`config.mk`:
```
export PLATFORM = sky130hd
export DESIGN_NAME = hazard_controller_flat
export DESIGN_NICKNAME = d
export VERILOG_FILES = /design/src/rtl/hazard_controller_pkg.sv /design/src/rtl/hazard_controller_if.sv /design/src/rtl/hazard_controller_pending_table.sv /design/src/rtl/hazard_controller.sv /design/src/flat_wrapper.sv
export SDC_FILE = /design/constraint.sdc
export NUM_CORES = 1
export LEC_CHECK = 0
export BUFFER_PORTS_ARGS = -buffer_cell sky130_fd_sc_hd__buf_2
export CORE_AREA = 10 10 83 114
export DETAILED_ROUTE_END_ITERATION = 8
export DIE_AREA = 0 0 93 124
export GPL_ROUTABILITY_DRIVEN = 1
export PLACE_DENSITY = 0.66
export SLEW_MARGIN = 20
export SYNTH_ARGS = -nofsm -noshare
export SYNTH_HDL_FRONTEND = slang
export SYNTH_SLANG_ARGS = --single-unit
```
`constraint.sdc`:
```
create_clock -name clk -period 1.9 [get_ports clk]
set_input_delay 0 -clock clk [delete_from_list [all_inputs] [get_ports clk]]
set_output_delay 0 -clock clk [all_outputs]
set_load 0.02 [all_outputs]
```
`src/rtl/hazard_controller_pkg.sv`:
```
// Shared types and sizing for the issue-stage hazard controller.
package hazard_controller_pkg;

    localparam int REG_ADDR_WIDTH         = 5;
    localparam int REG_FILE_SIZE          = 1 << REG_ADDR_WIDTH;
    localparam int BYPASS_DEPTH           = 2;
    localparam int BYPASS_READ_PORT_COUNT = 2;
    // The hazard checker and the bypass muxes must agree on port count.
    localparam int READ_PORT_COUNT        = BYPASS_READ_PORT_COUNT;
    localparam int BYPASS_SEL_WIDTH       = $clog2(BYPASS_DEPTH + 1);

    typedef logic [REG_ADDR_WIDTH-1:0]   reg_addr_t;
    typedef logic [BYPASS_SEL_WIDTH-1:0] BypassSel;

    typedef struct packed {
        logic      valid;
        reg_addr_t rd;
    } BypassStage;

endpackage

```
`src/rtl/hazard_controller_if.sv`:
```
// Issue-side bundle between the issue stage and the hazard controller.
interface hazard_controller_if;
    import hazard_controller_pkg::*;

    logic                                 issueValid;
    reg_addr_t [READ_PORT_COUNT-1:0]      issueRs;
    logic      [READ_PORT_COUNT-1:0]      issueRsRead;
    reg_addr_t                            issueRd;
    logic                                 issueRdWrite;
    logic                                 issueLongLatency;
    logic                                 issueReady;
    BypassSel  [READ_PORT_COUNT-1:0]      bypassSel;

    modport master (
        output issueValid, issueRs, issueRsRead, issueRd, issueRdWrite, issueLongLatency,
        input  issueReady, bypassSel
    );

    modport slave (
        input  issueValid, issueRs, issueRsRead, issueRd, issueRdWrite, issueLongLatency,
        output issueReady, bypassSel
    );

endinterface

```
`src/rtl/hazard_controller_pending_table.sv`:
```
// Scoreboard of registers with an outstanding long-latency write.
module pending_table
    import hazard_controller_pkg::*;
(
    input  logic                     clk,
    input  logic                     rstIn,
    input  logic                     set,
    input  reg_addr_t                setAddr,
    input  logic                     clear,
    input  reg_addr_t                clearAddr,
    output logic [REG_FILE_SIZE-1:0] pending
);

    logic [REG_FILE_SIZE-1:0] pendingNext;

    // Apply clear then set so a same-register collision leaves the bit set; x0 never pends.
    always_comb begin
        pendingNext = pending;
        if (clear) begin
            pendingNext[clearAddr] = 1'b0;
        end
        if (set) begin
            pendingNext[setAddr] = 1'b1;
        end
        pendingNext[0] = 1'b0;
    end

    // Scoreboard register, emptied by reset.
    always_ff @(posedge clk or negedge rstIn) begin
        if (!rstIn) begin
            pending <= '0;
        end else begin
            pending <= pendingNext;
        end
    end

endmodule

```
`src/rtl/hazard_controller.sv`:
```
// Issue-stage hazard controller: RAW/WAW stall against pending long-latency
// writes, bypass select generation and pipeline-busy reporting.
module hazard_controller
    import hazard_controller_pkg::*;
(
    input  logic                clk,
    input  logic                rstIn,
    hazard_controller_if.slave  issue,
    input  logic                flush,
    input  logic                wbValid,
    input  reg_addr_t           wbRd,
    output logic                busy
);

    logic [REG_FILE_SIZE-1:0]        pending;
    BypassStage                      stages [BYPASS_DEPTH];
    BypassSel [READ_PORT_COUNT-1:0]  selNext;
    logic                            hazard;
    logic                            fire;
    logic                            setPending;
    logic                            bypassWrite;
    logic                            anyStageValid;

    pending_table u_pending_table (
        .clk       (clk),
        .rstIn     (rstIn),
        .set       (setPending),
        .setAddr   (issue.issueRd),
        .clear     (wbValid),
        .clearAddr (wbRd),
        .pending   (pending)
    );

    // Stall on a read of, or a write to, any register still waiting on a long-latency result.
    always_comb begin
        hazard = 1'b0;
        for (int p = 0; p < READ_PORT_COUNT; p++) begin
            if (issue.issueRsRead[p] && (issue.issueRs[p] != '0) && pending[issue.issueRs[p]]) begin
                hazard = 1'b1;
            end
        end
        if (issue.issueRdWrite && (issue.issueRd != '0) && pending[issue.issueRd]) begin
            hazard = 1'b1;
        end
    end

    assign issue.issueReady = !hazard;
    assign fire             = issue.issueValid && !hazard && !flush;
    assign setPending       = fire && issue.issueRdWrite && issue.issueLongLatency && (issue.issueRd != '0);
    assign bypassWrite      = fire && issue.issueRdWrite && !issue.issueLongLatency && (issue.issueRd != '0);

    // Bypass history shifts every cycle; a flush kills every tracked result at once.
    always_ff @(posedge clk or negedge rstIn) begin
        if (!rstIn) begin
            for (int k = 0; k < BYPASS_DEPTH; k++) begin
                stages[k] <= '0;
            end
        end else if (flush) begin
            for (int k = 0; k < BYPASS_DEPTH; k++) begin
                stages[k] <= '0;
            end
        end else begin
            stages[0].valid <= bypassWrite;
            stages[0].rd    <= issue.issueRd;
            for (int k = 1; k < BYPASS_DEPTH; k++) begin
                stages[k] <= stages[k-1];
            end
        end
    end

    // Priority encode per port: scanning oldest to youngest lets the youngest match win.
    always_comb begin
        selNext = '0;
        for (int p = 0; p < READ_PORT_COUNT; p++) begin
            for (int k = BYPASS_DEPTH - 1; k >= 0; k--) begin
                if (stages[k].valid && (stages[k].rd == issue.issueRs[p]) && (issue.issueRs[p] != '0)) begin
                    selNext[p] = BypassSel'(k + 1);
                end
            end
        end
    end

    assign issue.bypassSel = selNext;

    // Anything in flight, either a pending long-latency write or a live bypass stage.
    always_comb begin
        anyStageValid = 1'b0;
        for (int k = 0; k < BYPASS_DEPTH; k++) begin
            anyStageValid = anyStageValid | stages[k].valid;
        end
    end

    assign busy = (|pending) || anyStageValid;

endmodule

```
`src/flat_wrapper.sv`:
```
// flat-port wrapper written by rule: the top's interface ports become plain ports
module hazard_controller_flat import hazard_controller_pkg::*;
  (clk, rstIn, flush, wbValid, wbRd, busy, issue_issueValid, issue_issueRs, issue_issueRsRead, issue_issueRd, issue_issueRdWrite, issue_issueLongLatency, issue_issueReady, issue_bypassSel);
  hazard_controller_if issue_i ();
  input  logic clk;
  input  logic rstIn;
  input  logic flush;
  input  logic wbValid;
  input  reg_addr_t wbRd;
  output logic busy;
  input wire logic [$bits(issue_i.issueValid)-1:0] issue_issueValid;
  input wire logic [$bits(issue_i.issueRs)-1:0] issue_issueRs;
  input wire logic [$bits(issue_i.issueRsRead)-1:0] issue_issueRsRead;
  input wire logic [$bits(issue_i.issueRd)-1:0] issue_issueRd;
  input wire logic [$bits(issue_i.issueRdWrite)-1:0] issue_issueRdWrite;
  input wire logic [$bits(issue_i.issueLongLatency)-1:0] issue_issueLongLatency;
  output wire logic [$bits(issue_i.issueReady)-1:0] issue_issueReady;
  output wire logic [$bits(issue_i.bypassSel)-1:0] issue_bypassSel;
  assign issue_i.issueValid = issue_issueValid;
  assign issue_i.issueRs = issue_issueRs;
  assign issue_i.issueRsRead = issue_issueRsRead;
  assign issue_i.issueRd = issue_issueRd;
  assign issue_i.issueRdWrite = issue_issueRdWrite;
  assign issue_i.issueLongLatency = issue_issueLongLatency;
  assign issue_issueReady = issue_i.issueReady;
  assign issue_bypassSel = issue_i.bypassSel;
  hazard_controller u_core (.clk(clk), .rstIn(rstIn), .issue(issue_i), .flush(flush), .wbValid(wbValid), .wbRd(wbRd), .busy(busy));
endmodule
```
==> metrics.yaml <==
placed_area_mm2: 0.00376
critical_path_arrival_ps: 2250
worst_pin_slew_ps: 566
hold_slack_ps: 56.2
area_delta_synth_final_pct: 27.1
fmax_ghz: 0.445
cp.required_ps: 1900
endpoint_kind: "primary output"
hold_viol_final: 0
reg2reg_from: "u_core.u_pending_table.pending[11]$_DFF_PN0_"
setup_violations: 34
peakVddDrop_mv: 0.323
status: "finished with violations"
firstDrtPassIters: 7
remaining_drc_errors: 0
grt_max_degree: 44
grt_pass1_wl_mm: 17.9
period_needed_ps: 2250
synthArstFlopShare_pct: 100
netlist_area_mm2: 0.00333
slew_headroom_pct: 62.3
synth.net_count: 378
final_cell_mix: "43 x dfrtp_1, 37 x nand2_1, 32 x buf_2"
ys_warn_count: 0
slew_viol_final: 0
insertion_delay_ps: 310
clk_pin_slew_ps: 90
htreeDepth: 2
wirelength_mm: 11.7
rows: 37
clock_skew_ps: 15.4
die_area_mm2: 0.0115
avgSynthCellArea_um2: 9.54
r2r-end: "u_core.u_pending_table.pending[28]$_DFF_PN0_"
cts-root-buf: "clkbuf_8"
layout_commonest_cell: "dfrtp_1"
antenna_cells: 0
cts_tree: "built"
drtAntennaViolNets: 0
drive_gt1_share_pct: 39.9
clockBufferDepth: 2
layout.nets: 442
post-route-period-util_pct: 118
antenna_found_initial: 0
yosys_most_used_dff: "dfrtp_1"
max_cap_violations: 0
io_buffers: 34
dieHeight_um: 124
die_x_um: 93
power_leakage_nw: 1.70
initial_core_util_pct: 45.5
worst_slack_ps: -348
path_class: "reg -> out"
crit_end: "issue_issueReady"
worst-path-max-fanout: 3
overflow: 0
rrSetupSlack_ps: -320
viasPerCell: 6.56
place_congestion: 0.915
ys_ff_latch: 43
fin_area_mm2: 0.00423
cts_buffers: 5
drt_iter0_markers: 360
failed_checks: "setup timing"
rsz0062_at_grt: "yes"
power.density_mw_per_mm2: 594
grt_pass1_vias: 3276
ys_seq_area_share_pct: 32.3
crit_start: "u_core.u_pending_table.pending[11]$_DFF_PN0_"
dp.final_hpwl_mm: 7.66
ios: 35
synth_edf_count: 0
syn_inst: 349
min_path_type: "in -> reg"
fp.coreArea_mm2: 0.00731
grt.total_usage_pct: 19.9
wl_per_cell_um: 22.8
vias: 3353
cts_sinks: 43
synth_cell_type_count: 46
cp-start-kind: "flop"
r2r_cells: 8
-- critical path, stage by stage, from the launching register on --
cell,delay [ps]
dfrtp_1,420
mux4_2,500
a32oi_2,230
o221ai_2,140
o31ai_4,260
and3_4,260
buf_6,120
-- per-layer routing --
layer	GRT usage [%]	vias up	wire, µm
li1	-	1424	-
met1	23.5	1618	4300
met2	32.6	239	5580
met3	4.03	72	1120
met4	12.1	0	682
met5	0	-	0
-- synthesized netlist by cell type (2+ instances only) --
cell type | count | area (µm²)
mux2i_1 | 6 | 60.1
nor2_1 | 7 | 26.3
dfrtp_1 | 43 | 1080
o21ai_0 | 32 | 160
nand3_1 | 5 | 25.0
nand2_1 | 44 | 165
clkbuf_1 | 11 | 41.3
xor2_1 | 4 | 35.0
mux4_2 | 19 | 428
or3b_2 | 4 | 35.0
nor2b_1 | 13 | 81.3
nand4_1 | 6 | 37.5
o21ai_2 | 30 | 263
inv_1 | 7 | 26.3
xnor2_1 | 16 | 140
buf_2 | 6 | 30.0
o22ai_1 | 3 | 18.8
nor4_1 | 12 | 75.1
mux2_2 | 6 | 67.6
or4_1 | 2 | 15.0
nor3_1 | 31 | 155
nand3b_1 | 12 | 90.1
buf_6 | 6 | 67.6
or3_1 | 2 | 12.5
-- power breakdown --
part	leakage, nW	internal (mW)	switching, mW
clock	0.0612	0.426	0.334
combinational	1.05	0.349	0.384
sequential	0.587	0.962	0.0612
-- state kept, by name, indices dropped and copies added, names as in the netlist --
register                        cells
u_core.stages                      12
u_core.u_pending_table.pending     31
-- layout make-up --
type                       instances  area [µm²]
clock buffer                       6        82.6
clock inverter                     2        35.0
fill                             611        3080
inverter                           7        26.3
multi-input combinational        275        2160
sequential                        43        1080
tap                               97         121
timing repair buffer              81         727
-- per-stage QoR --
step / worst slack (ps) / utilization [%] / setup TNS [ps] / power [mW] / std cells
2_1_floorplan: 17.1 / - / 0 / 1.39 / 349
3_3_place_gp: -106 / 51.4 / -2280 / 1.61 / 489
3_5_place_dp: -106 / 51.4 / -1750 / 1.62 / 489
4_1_cts: -241 / 56.2 / -5090 / 2.44 / 508
5_1_grt: -385 / 57.9 / -9490 / 2.60 / 511
6_report: -348 / 57.9 / -7790 / 2.52 / 511
-- logic make-up (layout without fill, tap and decap cells) --
| group | Yosys count | after routing | share of synthesized area, % |
|---|---|---|---|
| AO/OA/AOI/OAI | 78 | 78 | 17.1 |
| XOR/XNOR | 20 | 20 | 5.26 |
| buffers and inverters | 31 | 96 | 5.19 |
| flip-flops | 43 | 43 | 32.3 |
| multiplexers | 31 | 31 | 16.7 |
| AND/OR/NAND/NOR | 146 | 146 | 23.5 |
-- worst min-delay path by stage --
| stage | start | end | cells past startpoint |
|---|---|---|---|
| floorplan | rstIn | u_core.stages[0]$_DFF_PN0_ | 0 |
| global placement | rstIn | u_core.stages[4]$_DFF_PN0_ | 2 |
| detailed placement | rstIn | u_core.stages[4]$_DFF_PN0_ | 2 |
| CTS | issue_issueRd[2] | u_core.stages[8]$_DFF_PN0_ | 2 |
| global route | issue_issueRd[3] | u_core.stages[9]$_DFF_PN0_ | 2 |
| finish | issue_issueRd[2] | u_core.stages[8]$_DFF_PN0_ | 2 |
-- what timing repair did --
| action | in CTS | in global routing |
|---|---|---|
| endpoints found under the hold margin | 46 | 0 |
| cloned | 4 | 2 |
| endpoints found under the setup margin | 34 | 34 |
| pin swaps | 11 | 9 |
| resized for setup | 19 | 13 |
| setup buffers | 4 | 2 |
| hold buffers | 3 | 0 |
(Power assumes the default switching activity.)
